--- src/rtl/clk_cntr_poller.sv ---
// Avalon-MM read master that periodically sweeps the clock-counter measurement
// registers and flags each channel whose count falls inside [EXP_MIN, EXP_MAX].
module clk_cntr_poller #(
  parameter int          NR_CHAN     = 6,
  parameter int          ADDR_W      = 8,
  parameter int          MEAS_OFFS   = 4,
  parameter int          POLL_CYC    = 125000000,
  parameter int          TIMEOUT_CYC = 256,
  parameter logic [31:0] EXP_MIN     = 32'd99900000,
  parameter logic [31:0] EXP_MAX     = 32'd100100000
) (
  input  logic                    clk_i,
  input  logic                    reset_i,
  input  logic                    en_i,
  output logic [ADDR_W-1:0]       avm_address_o,
  output logic                    avm_read_o,
  input  logic                    avm_waitrequest_i,
  input  logic [31:0]             avm_readdata_i,
  input  logic                    avm_readdatavalid_i,
  output logic [NR_CHAN-1:0]      chan_ok_o,
  output logic [32*NR_CHAN-1:0]   meas_flat_o,
  output logic                    sweep_done_o,
  output logic                    timeout_err_o,
  output logic                    busy_o
);

  localparam int TMR_W = $clog2(POLL_CYC);
  localparam int TO_W  = (TIMEOUT_CYC > 1) ? $clog2(TIMEOUT_CYC) : 1;
  localparam int CH_W  = (NR_CHAN > 1) ? $clog2(NR_CHAN) : 1;

  localparam logic [TMR_W-1:0] TMR_RELOAD = TMR_W'(POLL_CYC - 1);
  localparam logic [TO_W-1:0]  TO_LAST    = TO_W'(TIMEOUT_CYC - 1);
  localparam logic [CH_W-1:0]  CH_LAST    = CH_W'(NR_CHAN - 1);

  typedef enum logic [2:0] {
    S_IDLE,
    S_REQ,
    S_WAIT_RDV,
    S_NEXT,
    S_DONE
  } state_t;

  state_t            state_q, state_d;
  logic [TMR_W-1:0]  timer_q, timer_d;
  logic [CH_W-1:0]   chan_q, chan_d;
  logic [TO_W-1:0]   to_cnt_q, to_cnt_d;
  logic              timeout_err_q;
  logic              capture_stb;
  logic              timeout_stb;
  logic              in_window;
  logic [ADDR_W-1:0] req_addr;

  always_ff @(posedge clk_i or posedge reset_i) begin
    if (reset_i) begin
      state_q       <= S_IDLE;
      timer_q       <= TMR_RELOAD;
      chan_q        <= '0;
      to_cnt_q      <= '0;
      timeout_err_q <= 1'b0;
    end else begin
      state_q  <= state_d;
      timer_q  <= timer_d;
      chan_q   <= chan_d;
      to_cnt_q <= to_cnt_d;
      if (timeout_stb) begin
        timeout_err_q <= 1'b1;
      end
    end
  end

  // The timer keeps running through a sweep so sweep starts stay POLL_CYC apart;
  // only the IDLE countdown is gated by en.
  always_comb begin
    state_d     = state_q;
    timer_d     = timer_q;
    chan_d      = chan_q;
    to_cnt_d    = to_cnt_q;
    capture_stb = 1'b0;
    timeout_stb = 1'b0;
    if (state_q != S_IDLE && timer_q != '0) begin
      timer_d = timer_q - 1'b1;
    end
    unique case (state_q)
      S_IDLE: begin
        if (en_i) begin
          if (timer_q == '0) begin
            state_d = S_REQ;
            chan_d  = '0;
            timer_d = TMR_RELOAD;
          end else begin
            timer_d = timer_q - 1'b1;
          end
        end
      end
      S_REQ: begin
        if (!avm_waitrequest_i) begin
          state_d  = S_WAIT_RDV;
          to_cnt_d = '0;
        end
      end
      S_WAIT_RDV: begin
        if (avm_readdatavalid_i) begin
          capture_stb = 1'b1;
          state_d     = S_NEXT;
        end else if (to_cnt_q == TO_LAST) begin
          timeout_stb = 1'b1;
          state_d     = S_NEXT;
        end else begin
          to_cnt_d = to_cnt_q + 1'b1;
        end
      end
      S_NEXT: begin
        if (chan_q == CH_LAST) begin
          state_d = S_DONE;
        end else begin
          chan_d  = chan_q + 1'b1;
          state_d = S_REQ;
        end
      end
      S_DONE: begin
        chan_d  = '0;
        state_d = S_IDLE;
      end
      default: state_d = S_IDLE;
    endcase
  end

  assign in_window = (avm_readdata_i >= EXP_MIN) && (avm_readdata_i <= EXP_MAX);
  assign req_addr  = (ADDR_W'(MEAS_OFFS) + ADDR_W'(chan_q)) << 2;

  assign avm_read_o    = (state_q == S_REQ);
  assign avm_address_o = (state_q == S_REQ) ? req_addr : '0;
  assign sweep_done_o  = (state_q == S_DONE);
  assign busy_o        = (state_q != S_IDLE);
  assign timeout_err_o = timeout_err_q;

  genvar gi;
  generate
    for (gi = 0; gi < NR_CHAN; gi++) begin : g_chan
      logic [31:0] meas_q;
      logic        ok_q;
      logic        hit;

      assign hit = (chan_q == CH_W'(gi));

      always_ff @(posedge clk_i or posedge reset_i) begin
        if (reset_i) begin
          meas_q <= '0;
          ok_q   <= 1'b0;
        end else if (capture_stb && hit) begin
          meas_q <= avm_readdata_i;
          ok_q   <= in_window;
        end else if (timeout_stb && hit) begin
          ok_q <= 1'b0;
        end
      end

      assign meas_flat_o[32*gi +: 32] = meas_q;
      assign chan_ok_o[gi]            = ok_q;
    end
  endgenerate

endmodule
--- config.mk ---
export PLATFORM = sky130hd
export DESIGN_NAME = clk_cntr_poller
export DESIGN_NICKNAME = d
export VERILOG_FILES = /design/src/rtl/clk_cntr_poller.sv
export SDC_FILE = /design/constraint.sdc
export NUM_CORES = 1
export LEC_CHECK = 0
export CAP_MARGIN = 5
export CELL_PAD_IN_SITES_DETAIL_PLACEMENT = 0
export CELL_PAD_IN_SITES_GLOBAL_PLACEMENT = 2
export CORE_ASPECT_RATIO = 1.25
export CORE_MARGIN = 2
export CORE_UTILIZATION = 30
export CTS_CLUSTER_DIAMETER = 60
export DETAILED_ROUTE_END_ITERATION = 8
export GPL_TIMING_DRIVEN = 1
export HOLD_SLACK_MARGIN = 0.03
export PLACE_DENSITY = 0.77
export SLEW_MARGIN = 20
export SYNTH_ARGS = -nofsm -noshare
export SYNTH_HDL_FRONTEND = slang
export SYNTH_SLANG_ARGS = --single-unit
--- constraint.sdc ---
create_clock -name clk_i -period 7 [get_ports clk_i]
set_input_delay 1.05 -clock clk_i [delete_from_list [all_inputs] [get_ports clk_i]]
set_output_delay 1.05 -clock clk_i [all_outputs]
set_load 0.1 [all_outputs]
**Word-level counts from Yosys, hierarchy flattened**

Cells that the tools add are included.

- Add/subtract/negate cells: 4
- $lt $le $gt $ge: 2
- Eq/ne operators: 17
- Multiplexer cells: 37
- Reduce and logical (&&, ||, !) cells: 30

Operators by type and width:

| operator | number |
|---|---|
| $mux W27 | 4 |
| $ge A32 B27 Y1 const B | 1 |
| $le A32 B27 Y1 const B | 1 |
| $logic_not A27 Y1 | 1 |
| $mux W3 | 9 |
| $reduce_bool A27 Y1 | 1 |
| $sub A27 B1 Y27 const B | 1 |
| $mux W8 | 3 |
| $mux W1 | 17 |
| $pmux W8 S2 | 1 |
| $logic_and A1 B1 Y1 | 14 |
| $reduce_bool A2 Y1 | 7 |
| $eq A3 B2 Y1 const B | 4 |
| $ne A2 B2 Y1 const B | 6 |
| $pmux W3 S4 | 1 |
| $reduce_and A4 Y1 | 3 |
| $eq A3 B3 Y1 const B | 3 |
| $pmux W3 S3 | 1 |
| $add A8 B1 Y8 const B | 1 |
| $eq A8 B8 Y1 const B | 1 |
| $eq A3 B1 Y1 const B | 2 |
| $logic_not A3 Y1 | 2 |
| $mux W6 | 1 |
| $reduce_bool A3 Y1 | 2 |
| 3 further kinds | 3 |

- Register bits after elaboration: 240
- Bits of input ports: 37
- Output and inout port bits: 210
- Logic and storage cells: 107

**Depth between registers and ports, before layout**

- Word-level depth: 7
- Depth in mapped cells: 8
- Gate-level depth less buffers: 7

**Worst setup path after synthesis**

No wires, ideal clock.

- Path kind: reg2out
- Start point: register state_q[1]
- End point: output avm_address_o[2]
- Arrival time: 3.936 ns
- Data required time: 5.950 ns
- Setup slack: 2.014 ns
- Stages on the path, launching flop included: 4
- Cell sequence: dfrtp_1 clkbuf_1 nor3b_1 and2_1

- Cells in the longest elaborated chain, start to end: 2

Ends and longest elaborated chain:

| item | line | RTL |
|---|---|---|
| start: declaration | 43 | `state_t state_q, state_d;` |
| start signal: assignment | 61 | `state_q <= state_d;` |
| $eq A3 B1 Y1 | n/a |  |
| named net avm_read_o | 16 | `output logic avm_read_o,` |
| $mux W6 | 132 | `assign avm_address_o = (state_q == S_REQ) ? req_addr : '0;` |
| end: declaration | 15 | `output logic [ADDR_W-1:0] avm_address_o,` |

The timed path passes the listed nets, and every way through them passes these cells.

**Final worst setup path**

- Start point: register state_q[1]
- End point: output avm_address_o[3]

- Cells in the longest elaborated chain, start to end: 2

Ends and longest elaborated chain:

| item | line |
|---|---|
| $eq A3 B1 Y1 | 132 |
| $mux W6 | 132 |

Every way passes these cells.

==> results.json <==
{
  "outcome": "complete, no violations",
  "start_util": 0.303,
  "final_cell_mix": "clkdlybuf4s50_1, dfrtp_1, mux2_2",
  "portBuffers": 242,
  "rows": 75,
  "worstMarginPinSlew_ns": 1.07,
  "slowest_delay_ns": 1.13,
  "grt_max_degree": 138,
  "critPathKind": "register to primary output",
  "place_congestion": 0.733,
  "min_path_cells": 1,
  "final_max_slew_viol_count": 0,
  "fin_crit_ns": 3.91,
  "worstPathRequired_ns": 5.95,
  "first_pass_iters": 5,
  "wl_um": 29600,
  "place_inst": 1392,
  "critPathLaunchType": "register",
  "drive_gt1_frac": 0.275,
  "root_buffer": "clkbuf_16",
  "path_max_fanout": 9,
  "rsz0062_at_grt": "no",
  "post-cts-setup-buffer-count": 0,
  "clock_latency_ns": 0.55,
  "yosys_warnings": 0,
  "fmax_mhz": 256,
  "via_per_inst": 4.95,
  "grt_pass1_wl_um": 46200,
  "period_share": 0.558,
  "fp.dieW_um": 168,
  "avgSynthCellArea_um2": 13.4,
  "areaGrowthSynthToFinish_pct": 37.8,
  "cts_max_level": 1,
  "ys_types": 63,
  "tritoncts": "built",
  "cts_buffers": 29,
  "tns_ns": 0,
  "cp_top_family": "buffers and inverters",
  "antennaDiodeCount": 0,
  "post_drt_wl_per_cell_um": 20.5,
  "syn_inst": 758,
  "cp_slowest_cell": "clkdlybuf4s50_1",
  "cts_sinks": 240,
  "fin_nets": 1045,
  "postCtsResizedCells": 0,
  "synth_ff_type": "dfrtp_1",
  "setup_viol": 0,
  "synth_enable_flop_cells": 0,
  "synthArstFlopShare": 1.00,
  "grt_pass1_vias": 7513,
  "vias": 7136,
  "seq_area_frac_synth": 0.595,
  "cts_hold_buf": 0,
  "arrival_ns": 2.86,
  "antenna_left": 0,
  "skew_ns": 0.0181,
  "max_cap_violations": 0,
  "hold_viol": 0,
  "core-area_mm2": 0.0334,
  "clkTransAtPathRegs_ns": 0.06,
  "post-route-drc-count": 0,
  "synth_seq_cells": 240,
  "cp_cell_sequence": "nor3b_1, and2_1, clkdlybuf4s50_1",
  "fin_cells": 1443,
  "final_common_cell": "clkdlybuf4s50_1",
  "track_usage": 0.168,
  "hpwlAfterDp_um": 20000,
  "crit_cells": 3,
  "dieArea_mm2": 0.0353,
  "synthesis.area_mm2": 0.0101,
  "reg2reg_depth": 5,
  "antenna_found_initial": 0,
  "hp-class": "register to register",
  "crit_path_end_kind": "primary output",
  "die-height_um": 209,
  "cts_buffer_depth": 3,
  "path_buf_inv": 1,
  "fillCellCount": 3175,
  "grt.overflow.total": 0,
  "max_slew_margin": 0.267,
  "io_pins": 247,
  "drtIter0Drc": 396
}
worst reg2reg max path: cells and delay by family (launching register included):
family        cells  cell delay, ns
buf+inv           1            0.22
simple gates      3            1.49
mux               1            0.61
flops             1            0.49
cell type report:
cell class / count / area [um^2] / area share
clock buffer: 38 / 800 / 0.0573
clock inverter: 13 / 156 / 0.0112
inverter: 12 / 48.8 / 0.00350
multi-input combinational: 465 / 3880 / 0.278
sequential: 240 / 6030 / 0.432
tap: 423 / 529 / 0.0379
timing repair buffer: 252 / 2510 / 0.180
registers in the layout (all words and copies together), names as in the netlist:
| register | count |
|---|---|
| to_cnt_q | 8 |
| g_chan.ok_q | 6 |
| g_chan.meas_q | 192 |
| state_q | 3 |
| timeout_err_o | 1 |
| chan_q | 3 |
| timer_q | 27 |
synth_stat cells, drive strengths merged (3+ instances only):
library cell / count / area, um^2
dfrtp: 222 / 5560
or4: 8 / 63.8
a2111oi: 3 / 26.3
buf: 17 / 116
xnor2: 6 / 52.6
nor4: 12 / 90.1
o22a: 3 / 26.3
nor3b: 3 / 22.5
and4: 3 / 26.3
o211ai: 5 / 37.5
nand2: 28 / 105
ha: 8 / 100
mux2: 190 / 2140
o21a: 3 / 22.5
clkbuf: 27 / 101
a21oi: 16 / 80.1
nand4: 6 / 37.5
a211oi: 5 / 37.5
dfstp: 18 / 473
inv: 12 / 45.0
mux2i: 4 / 40.0
nor2: 34 / 128
nand3: 13 / 65.1
or3: 8 / 50.1
and2: 7 / 43.8
a31oi: 13 / 81.3
nor3: 13 / 65.1
o21ai: 30 / 154
o31ai: 8 / 60.1
and3: 3 / 18.8
nand4b: 3 / 26.3
through the flow:
stage	instance area (um^2)	setup slack, ns	hold slack (ns)	utilization
global route	14000	2.90	0.511	0.418
CTS	14000	3.05	0.484	0.418
floorplan	10100	2.01	0.470	-
finish	14000	3.09	0.478	0.418
global placement	13000	3.16	0.461	0.389
detailed placement	13000	3.09	0.470	0.389
layer usage:
metal  global-route usage  share of wire  vias up  wire [um]
met1                0.204           0.41     3649      12200
li1                     -              -     3252          -
met3               0.0453          0.062       45       1830
met5                    0              0        -          0
met2                0.292           0.50      190      14800
met4               0.0517          0.026        0        776
logic make-up after synthesis:
group                      Yosys count  share of synthesized area
adders and majority gates            8                    0.00988
DFF                                240                      0.595
other                                1                   0.000370
and+or+nand+nor                    151                     0.0820
muxes                              194                      0.216
buffers and inverters               56                     0.0259
xor gates and xnor gates             6                    0.00519
AOI/OAI and AO/OA                  102                     0.0657
worst paths after layout:
path                       slack [ns]     startpoint                   end
max in group asynchronous        4.50        reset_i  g_chan[3].meas_q[23]
hold / removal                   0.48  timeout_err_o         timeout_err_o
setup reg to reg                 4.06     state_q[1]   g_chan[1].meas_q[3]
hold reg to reg                  0.48  timeout_err_o         timeout_err_o
min in group asynchronous        0.89        reset_i   g_chan[5].meas_q[1]
setup / recovery                 3.09     state_q[1]      avm_address_o[3]
Power is left out: the tool's default activity adds up to more than one toggle a clock period on the data nets, which glitch-free logic cannot reach.
